`src/rtl/ctrl_pkg.sv`:
```
// Shared types and defaults for the SMAC output-bank controllers.
// Holds the read-side FSM encoding and the default bank geometry.
package ctrl_pkg;

    typedef enum logic [1:0] {
        IDLE  = 2'd0,
        DRAIN = 2'd1,
        FLUSH = 2'd2
    } ctrl_re_state_t;

    localparam int NGRP_DEF = 8;
    localparam int WPG_DEF  = 8;

    // Index width that stays legal when a group holds a single word
    function automatic int idx_width(input int n);
        return (n > 1) ? $clog2(n) : 1;
    endfunction

endpackage

```
`src/rtl/ctrl_onehot_rot.sv`:
```
// One-hot rotate-left group select, shared by the bank fill and drain sides.
// Resets and clears to bit 0; each advance moves the hot bit up one, wrapping the top bit to bit 0.
module ctrl_onehot_rot #(
    parameter int N = 8
) (
    input  logic         clk,
    input  logic         rst_n,
    input  logic         clr_i,
    input  logic         adv_i,
    output logic [N-1:0] sel_o
);

    localparam logic [N-1:0] SEL_INIT = {{(N-1){1'b0}}, 1'b1};

    logic [N-1:0] sel_q;
    logic [N-1:0] sel_d;

    // Next select: clear wins over advance, otherwise hold
    always_comb begin
        sel_d = sel_q;
        if (clr_i) begin
            sel_d = SEL_INIT;
        end else if (adv_i) begin
            sel_d = {sel_q[N-2:0], sel_q[N-1]};
        end else begin
            sel_d = sel_q;
        end
    end

    // Select register
    always_ff @(posedge clk or negedge rst_n) begin
        if (!rst_n) begin
            sel_q <= SEL_INIT;
        end else begin
            sel_q <= sel_d;
        end
    end

    assign sel_o = sel_q;

endmodule

```
`src/rtl/ctrl_sr_re.sv`:
```
// Read-side controller for the SMAC output register bank: walks group/word in fill order
// and presents each fetched word through a registered valid/ready output stage.
module ctrl_sr_re
    import ctrl_pkg::*;
#(
    parameter int  NGRP  = NGRP_DEF,
    parameter int  WPG   = WPG_DEF,
    parameter int  W     = 16,
    localparam int IDX_W = idx_width(WPG)
) (
    input  logic             clk,
    input  logic             rst_n,
    input  logic             start,
    input  logic             cnt_clear,
    input  logic [W-1:0]     rd_data_in,
    input  logic             out_ready,
    output logic [NGRP-1:0]  rd_grp_sel,
    output logic [IDX_W-1:0] rd_word_idx,
    output logic [W-1:0]     out_data,
    output logic             out_valid,
    output logic             out_last,
    output logic             busy,
    output logic             done
);

    localparam logic [IDX_W-1:0] WORD_LAST = IDX_W'(WPG - 1);

    ctrl_re_state_t   state_q, state_d;
    logic [IDX_W-1:0] word_q, word_d;
    logic [W-1:0]     data_q, data_d;
    logic             valid_q, valid_d;
    logic             last_q, last_d;
    logic             done_q, done_d;

    logic [NGRP-1:0]  grp_sel_s;
    logic             load_s;
    logic             word_end_s;
    logic             bank_end_s;
    logic             grp_adv_s;

    // The output stage refills whenever it is empty or its word is leaving this cycle
    assign load_s     = (state_q == DRAIN) && (!valid_q || out_ready) && !cnt_clear;
    assign word_end_s = (word_q == WORD_LAST);
    assign bank_end_s = grp_sel_s[NGRP-1] && word_end_s;
    assign grp_adv_s  = load_s && word_end_s;

    ctrl_onehot_rot #(
        .N (NGRP)
    ) u_grp_rot (
        .clk   (clk),
        .rst_n (rst_n),
        .clr_i (cnt_clear),
        .adv_i (grp_adv_s),
        .sel_o (grp_sel_s)
    );

    // FSM, word pointer and output stage next-state
    always_comb begin
        state_d = state_q;
        word_d  = word_q;
        data_d  = data_q;
        valid_d = valid_q;
        last_d  = last_q;
        done_d  = 1'b0;
        if (cnt_clear) begin
            state_d = IDLE;
            word_d  = '0;
            valid_d = 1'b0;
            last_d  = 1'b0;
        end else begin
            case (state_q)
                IDLE: begin
                    if (start) begin
                        state_d = DRAIN;
                    end else begin
                        state_d = IDLE;
                    end
                end
                DRAIN: begin
                    if (load_s) begin
                        data_d  = rd_data_in;
                        valid_d = 1'b1;
                        last_d  = bank_end_s;
                        if (word_end_s) begin
                            word_d = '0;
                        end else begin
                            word_d = word_q + IDX_W'(1);
                        end
                        if (bank_end_s) begin
                            state_d = FLUSH;
                        end else begin
                            state_d = DRAIN;
                        end
                    end else begin
                        state_d = DRAIN;
                    end
                end
                FLUSH: begin
                    // Final word is still held in the stage; retire it before reporting done
                    if (out_ready) begin
                        valid_d = 1'b0;
                        last_d  = 1'b0;
                        done_d  = 1'b1;
                        state_d = IDLE;
                    end else begin
                        state_d = FLUSH;
                    end
                end
                default: begin
                    state_d = IDLE;
                    word_d  = '0;
                    valid_d = 1'b0;
                    last_d  = 1'b0;
                end
            endcase
        end
    end

    // State and datapath registers
    always_ff @(posedge clk or negedge rst_n) begin
        if (!rst_n) begin
            state_q <= IDLE;
            word_q  <= '0;
            data_q  <= '0;
            valid_q <= 1'b0;
            last_q  <= 1'b0;
            done_q  <= 1'b0;
        end else begin
            state_q <= state_d;
            word_q  <= word_d;
            data_q  <= data_d;
            valid_q <= valid_d;
            last_q  <= last_d;
            done_q  <= done_d;
        end
    end

    assign rd_grp_sel  = grp_sel_s;
    assign rd_word_idx = word_q;
    assign out_data    = data_q;
    assign out_valid   = valid_q;
    assign out_last    = last_q;
    assign busy        = (state_q != IDLE);
    assign done        = done_q;

endmodule
```
`config.mk`:
```
export PLATFORM = sky130hd
export DESIGN_NAME = ctrl_sr_re
export DESIGN_NICKNAME = d
export VERILOG_FILES = /design/src/rtl/ctrl_pkg.sv /design/src/rtl/ctrl_onehot_rot.sv /design/src/rtl/ctrl_sr_re.sv
export SDC_FILE = /design/constraint.sdc
export NUM_CORES = 1
export LEC_CHECK = 0
export ABC_CLOCK_PERIOD_IN_PS = 2850
export CAP_MARGIN = 5
export CORE_ASPECT_RATIO = 1.25
export CORE_MARGIN = 8
export CORE_UTILIZATION = 47
export DETAILED_ROUTE_END_ITERATION = 7
export PLACE_DENSITY = 0.84
export SLEW_MARGIN = 20
export SYNTH_ARGS = -nofsm -noshare
export SYNTH_HDL_FRONTEND = slang
export SYNTH_HIERARCHICAL = 1
export SYNTH_SLANG_ARGS = --single-unit
```
`constraint.sdc`:
```
create_clock -name clk -period 2.85 [get_ports clk]
set_clock_uncertainty 0.2 [all_clocks]
set_input_delay 0.855 -clock clk [delete_from_list [all_inputs] [get_ports clk]]
set_output_delay 0.855 -clock clk [all_outputs]
set_load 0.005 [all_outputs]
```
## After elaboration in Yosys (flattened, before gate mapping)

Cells that the tools add are included.

- Bits of input ports: 21
- Bits in registers: 32

- Reduce and logical (&&, ||, !) cells: 14
- $add $sub $neg: 1
- Bitwise logic cells: 1
- Mux-type cells: 22
- Eq/ne operators: 7

Operators by type and width:

| operator | count |
|---|---|
| 2-to-1 mux 8 bit | 2 |
| 2-to-1 mux 1 bit | 9 |
| 2-to-1 mux 3 bit | 3 |
| 2-to-1 mux 2 bit | 4 |
| != test 3 bit (second input constant) | 2 |
| case mux 1 bit (3 select lines) | 2 |
| case mux 2 bit (3 select lines) | 1 |
| case mux 3 bit (2 select lines) | 1 |
| AND reduction 3 bit | 2 |
| logical AND 1 bit | 4 |
| nonzero test 2 bit | 2 |
| adder 3 x 1 -> 3 bit (second input constant) | 1 |
| equality test 3 bit (second input constant) | 1 |
| equality test 2 x 1 -> 1 bit (second input constant) | 1 |
| equality test 2 bit (second input constant) | 1 |
| zero test 1 bit | 2 |
| zero test 2 bit | 1 |
| != test 2 x 1 -> 1 bit (second input constant) | 1 |
| != test 2 bit (second input constant) | 1 |
| AND reduction 2 bit | 1 |
| OR reduction 2 bit | 1 |
| logical OR 1 bit | 1 |
| inverter 1 bit | 1 |

## Depth between registers and ports, before layout

Gate-level depths: netlist of the first run.

- Depth in word-level cells: 7
- Gate-level depth with buffers: 8
- Depth with buffers taken out: 5

## Hierarchy

The synthesis of the first run kept the hierarchy.

Modules (own cells, without submodules):

| module | cells each | area an instance (µm²) | times used | sequential area each (µm²) |
|---|---|---|---|---|
| ctrl_sr_re | 72 | 1086.0 | 1 | 600.6 |
| ctrl_onehot_rot | 26 | 330.3 | 1 | 201.4 |

## Least setup slack after synthesis of the first run

No wires, ideal clock.

- Path kind: input port to flip-flop
- Start: input port cnt_clear
- End: register u_grp_rot.sel_q[0], in the netlist u_grp_rot/sel_o[0]
- Data required time: 2568 ps
- Stages on the path: 7
- Buffers on the path: 3
- Slack: 600 ps
- Arrival: 1969 ps
- Path through: clkbuf_2 > nor3_4 > buf_6 > and2_1 > buf_6 > nor2b_2 > a211o_1

- Cells in the longest elaborated chain, start to end: 4

RTL lines:

| what | line | text |
|---|---|---|
| start, declared | ctrl_sr_re.sv:14 | `input logic cnt_clear,` |
| zero test 1 bit | ctrl_sr_re.sv:42 | `assign load_s = (state_q == DRAIN) && (!valid_q \|\| out_ready) && !cnt_clear;` |
| logical AND 1 bit | ctrl_sr_re.sv:42 |  |
| logical AND 1 bit | ctrl_sr_re.sv:45 | `assign grp_adv_s = load_s && word_end_s;` |
| net grp_adv_s | ctrl_sr_re.sv:39 | `logic grp_adv_s;` |
| nonzero test 2 bit (no line) | - |  |
| end signal, assigned | ctrl_onehot_rot.sv:35 | `sel_q <= sel_d;` |
| end, declared | ctrl_onehot_rot.sv:15 | `logic [N-1:0] sel_q;` |

The timed path passes the listed nets, and every way through them passes these cells.
A chain may end at the register's enable or synchronous reset.

## Worst setup path after layout of the first run

- Start: register state_q[0]
- End: output port busy

- Cells in the longest elaborated chain, start to end: 1

RTL lines:

| what | line | text |
|---|---|---|
| start, declared | ctrl_sr_re.sv:28 | `ctrl_re_state_t state_q, state_d;` |
| start signal, assigned | ctrl_sr_re.sv:129 | `state_q <= state_d;` |
| nonzero test 2 bit | ctrl_sr_re.sv:143 | `assign busy = (state_q != IDLE);` |
| end, declared | ctrl_sr_re.sv:22 | `output logic busy,` |

No other way between the ends.

==> results.sh, run 1 <==
export IMPL_synth_top_area_share_pct=54.77
export IMPL_fin_crit_sh_pct=93.82
export IMPL_synthAdderAreaFrac_pct=1.767
export IMPL_postCtsHoldBufs=0
export IMPL_avgViaCountPerCell=5.079
export IMPL_yosys_area_share_simple_pct=10.16
export IMPL_endpoint_kind="output pin"
export IMPL_synth_cell_types=31
export IMPL_wl_per_cell_um=15.98
export IMPL_worstMarginPinSlew_ps=466.9
export IMPL_rr_worst_depth=5
export IMPL_cts_htree_levels=2
export IMPL_dp_slack_ps=55.73
export IMPL_grt_total_usage_pct=12.77
export IMPL_setup_viol_count_final=0
export IMPL_drv_slew=0
export IMPL_cts_tree="built"
export IMPL_r2r_start="state_q[0]$_DFF_PN0_"
export IMPL_synthToLayoutAreaGrowth_pct=41.43
export IMPL_cp_buffers_inverters=1
export IMPL_clk_path_buf_depth=2
export IMPL_required_ps=1800
export IMPL_synthCells=98
export IMPL_numCtsBuffers=5
export IMPL_dieHeight_um=77.38
export IMPL_initial_core_util_pct=48.54
export IMPL_syn_avg_cell_area_sq_um=14.45
export IMPL_dr_first_iter_drc_count=31
export IMPL_yosys_area_top_type="dfrtp_1"
export IMPL_path_depth=2
export IMPL_drive_gt1_share_pct=23.38
export IMPL_power_density_nw_per_um2=533.1
export IMPL_finalWeightedCongestion=0.7052
export IMPL_diodes=0
export IMPL_synthArstFlopShare_pct=100.0
export IMPL_core_area_sq_um=2918
export IMPL_worst_path_largest_cell_delay_ps=510
export IMPL_cts_root_buf="clkbuf_4"
export IMPL_critPathLaunch="state_q[0]$_DFF_PN0_"
export IMPL_ys_ff_latch=32
export IMPL_num_rows=22
export IMPL_rsz0062_at_grt="no"
export IMPL_cts_setup_buffers=0
export IMPL_ys_seq_area_share_pct=56.63
export IMPL_hold_viol=0
export IMPL_min_period_ps=2674
export IMPL_path_max_fanout=9
export IMPL_synth_cell_area_sq_um=1416
export IMPL_ios=52
export IMPL_synth_mux_area_share_pct=20.32
export IMPL_numClockSinks=32
export IMPL_hpwl_mm=2.358
export IMPL_synth_area_leaders="dfrtp_1, mux2_4, mux2i_1, mux2_2, nor2_1"
export IMPL_final_util_pct=68.65
export IMPL_overflow=0
export IMPL_drv_cap=0
export IMPL_syn_num_nets=121
export IMPL_crit_chain="or2_2 -> clkdlybuf4s50_1"
export IMPL_synth_compound_area_share_pct=7.332
export IMPL_die_x_um=65.10
export IMPL_grt_pass1_vias=1096
export IMPL_cp_start_kind="flop"
export IMPL_final_nets=176
export IMPL_finalWirelength_mm=3.037
export IMPL_io_buffers=51
export IMPL_drtAntennaViolNets=0
export IMPL_grt_pass1_wl_mm=5.085
export IMPL_slew_headroom_pct=68.88
export IMPL_slowest_stage="dfrtp_1"
export IMPL_drc=0
export IMPL_synth_edf_count=0
export IMPL_die_area_sq_um=5037
export IMPL_antenna_found_initial=0
export IMPL_yosys_area_share_xor_xnor_pct=0
export IMPL_clk_pin_slew_ps=100
export IMPL_r2r_setup_slack_ps=990
export IMPL_crit_family="flip-flops"
export IMPL_cts_resized=0
export IMPL_hold_class="flop to flop"
export IMPL_ys_warn_count=6
export IMPL_status="complete, no violations"
export IMPL_vias=965
export IMPL_critPathKind="flop to output pin"
export IMPL_synth_top_family_by_area="multiplexers"
export IMPL_setup_tns_ps=0
export IMPL_irDropWorstVdd_mv=0.3614
export IMPL_clk_latency_ps=320
export IMPL_max_clock_freq_mhz=374.0
export IMPL_arrival_ps=1620
export IMPL_critPathCapture="busy"
export IMPL_synth_main_ff_cell="dfrtp_1"
export IMPL_p_leak_nw=0.8499
export IMPL_setup_slack_ps=176.1
export IMPL_r2r_end="u_grp_rot/sel_o[0]$_DFFE_PN1P_"
export IMPL_firstDrtPassIters=3
export IMPL_grt_max_degree=33
-- cells in the mapped netlist, types with 2 or more instances --
| master | number |
|---|---|
| dfrtp_1 | 31 |
| nor2_1 | 12 |
| mux2_4 | 10 |
| mux2i_1 | 7 |
| mux2_2 | 6 |
| a22o_1 | 3 |
| buf_6 | 3 |
| ha_1 | 2 |
| nor2b_2 | 2 |
-- layout make-up --
type	instances	area, sq um
Multi-Input combinational cell	59	560.5
Tap cell	36	45.04
Timing Repair Buffer	54	533.0
Inverter	1	3.754
Sequential cell	32	802.0
Fill cell	245	914.6
Clock buffer	8	58.81
-- where the power goes --
| part | switching, mW | internal, mW |
|---|---|---|
| registers | 0.0348 | 0.509 |
| logic | 0.0754 | 0.184 |
| clock network | 0.143 | 0.122 |
-- routing by layer --
| layer | wire length, um | up-vias | global-route usage [%] |
|---|---|---|---|
| li1 | - | 454 | - |
| met1 | 1201 | 464 | 13.87 |
| met2 | 1452 | 43 | 19.74 |
| met3 | 358 | 4 | 8.046 |
| met4 | 24 | 0 | 4.595 |
| met5 | 0 | - | 0 |
-- worst min-delay path by stage --
| stage | slack [ps] | endpoint | cells after the start | startpoint |
|---|---|---|---|---|
| floorplan | 300 | state_q[0]$_DFF_PN0_ | 1 | state_q[1]$_DFF_PN0_ |
| global placement | 290 | out_data[4]$_DFFE_PN0P_ | 1 | out_data[4]$_DFFE_PN0P_ |
| detailed placement | 290 | out_data[13]$_DFFE_PN0P_ | 1 | out_data[13]$_DFFE_PN0P_ |
| CTS | 330 | out_data[1]$_DFFE_PN0P_ | 1 | out_data[1]$_DFFE_PN0P_ |
| global route | 340 | out_data[15]$_DFFE_PN0P_ | 1 | out_data[15]$_DFFE_PN0P_ |
| finish | 320 | out_data[3]$_DFFE_PN0P_ | 1 | out_data[3]$_DFFE_PN0P_ |
-- registers in the layout (all words and copies together) (netlist names) --
| name | cells |
|---|---|
| out_data | 16 |
| u_grp_rot/sel_o | 8 |
| rd_word_idx | 3 |
| state_q | 2 |
| done | 1 |
| out_last | 1 |
| out_valid | 1 |
-- cell usage in the layout (no fill, tap or decap), drive strengths merged, types with 2 or more instances in the layout --
master,count
mux2i,7
nand2b,2
nor2b,2
dfrtp,31
clkbuf,8
nor2,12
clkdlybuf4s50,51
buf,3
a22o,3
nor3,2
mux2,16
ha,2
-- per-stage QoR --
stage / instances / power [mW] / area [sq um] / hold WS, ps
CTS: 190 / 1.087 / 2003 / 326.4
floorplan: 98 / 0.6480 / 1416 / 301.2
global route: 190 / 1.135 / 2003 / 339.4
global placement: 182 / 0.8082 / 1944 / 290.8
finish: 190 / 1.068 / 2003 / 319.3
detailed placement: 182 / 0.8164 / 1944 / 291.6
-- kinds of logic (layout without fill, tap and decap cells) --
logic type / after synthesis / in the layout
flip-flops: 32 / 32
adder cells (fa/ha/maj): 2 / 2
AO/OA/AOI/OAI: 10 / 10
AND/OR/NAND/NOR: 24 / 24
multiplexers: 23 / 23
buffers and inverters: 7 / 63
Power figures use the tool's default switching activity.
==> run 2: changes to the inputs <==
--- a/config.mk
+++ b/config.mk
@@ -6,7 +6,7 @@
 export NUM_CORES = 1
 export LEC_CHECK = 0
 export ABC_CLOCK_PERIOD_IN_PS = 2850
-export CAP_MARGIN = 5
+export CAP_MARGIN = 30
 export CORE_ASPECT_RATIO = 1.25
 export CORE_MARGIN = 8
 export CORE_UTILIZATION = 47
==> results of run 2 <==
No change in the layout: final DEF, timing and power equal those of run 1.
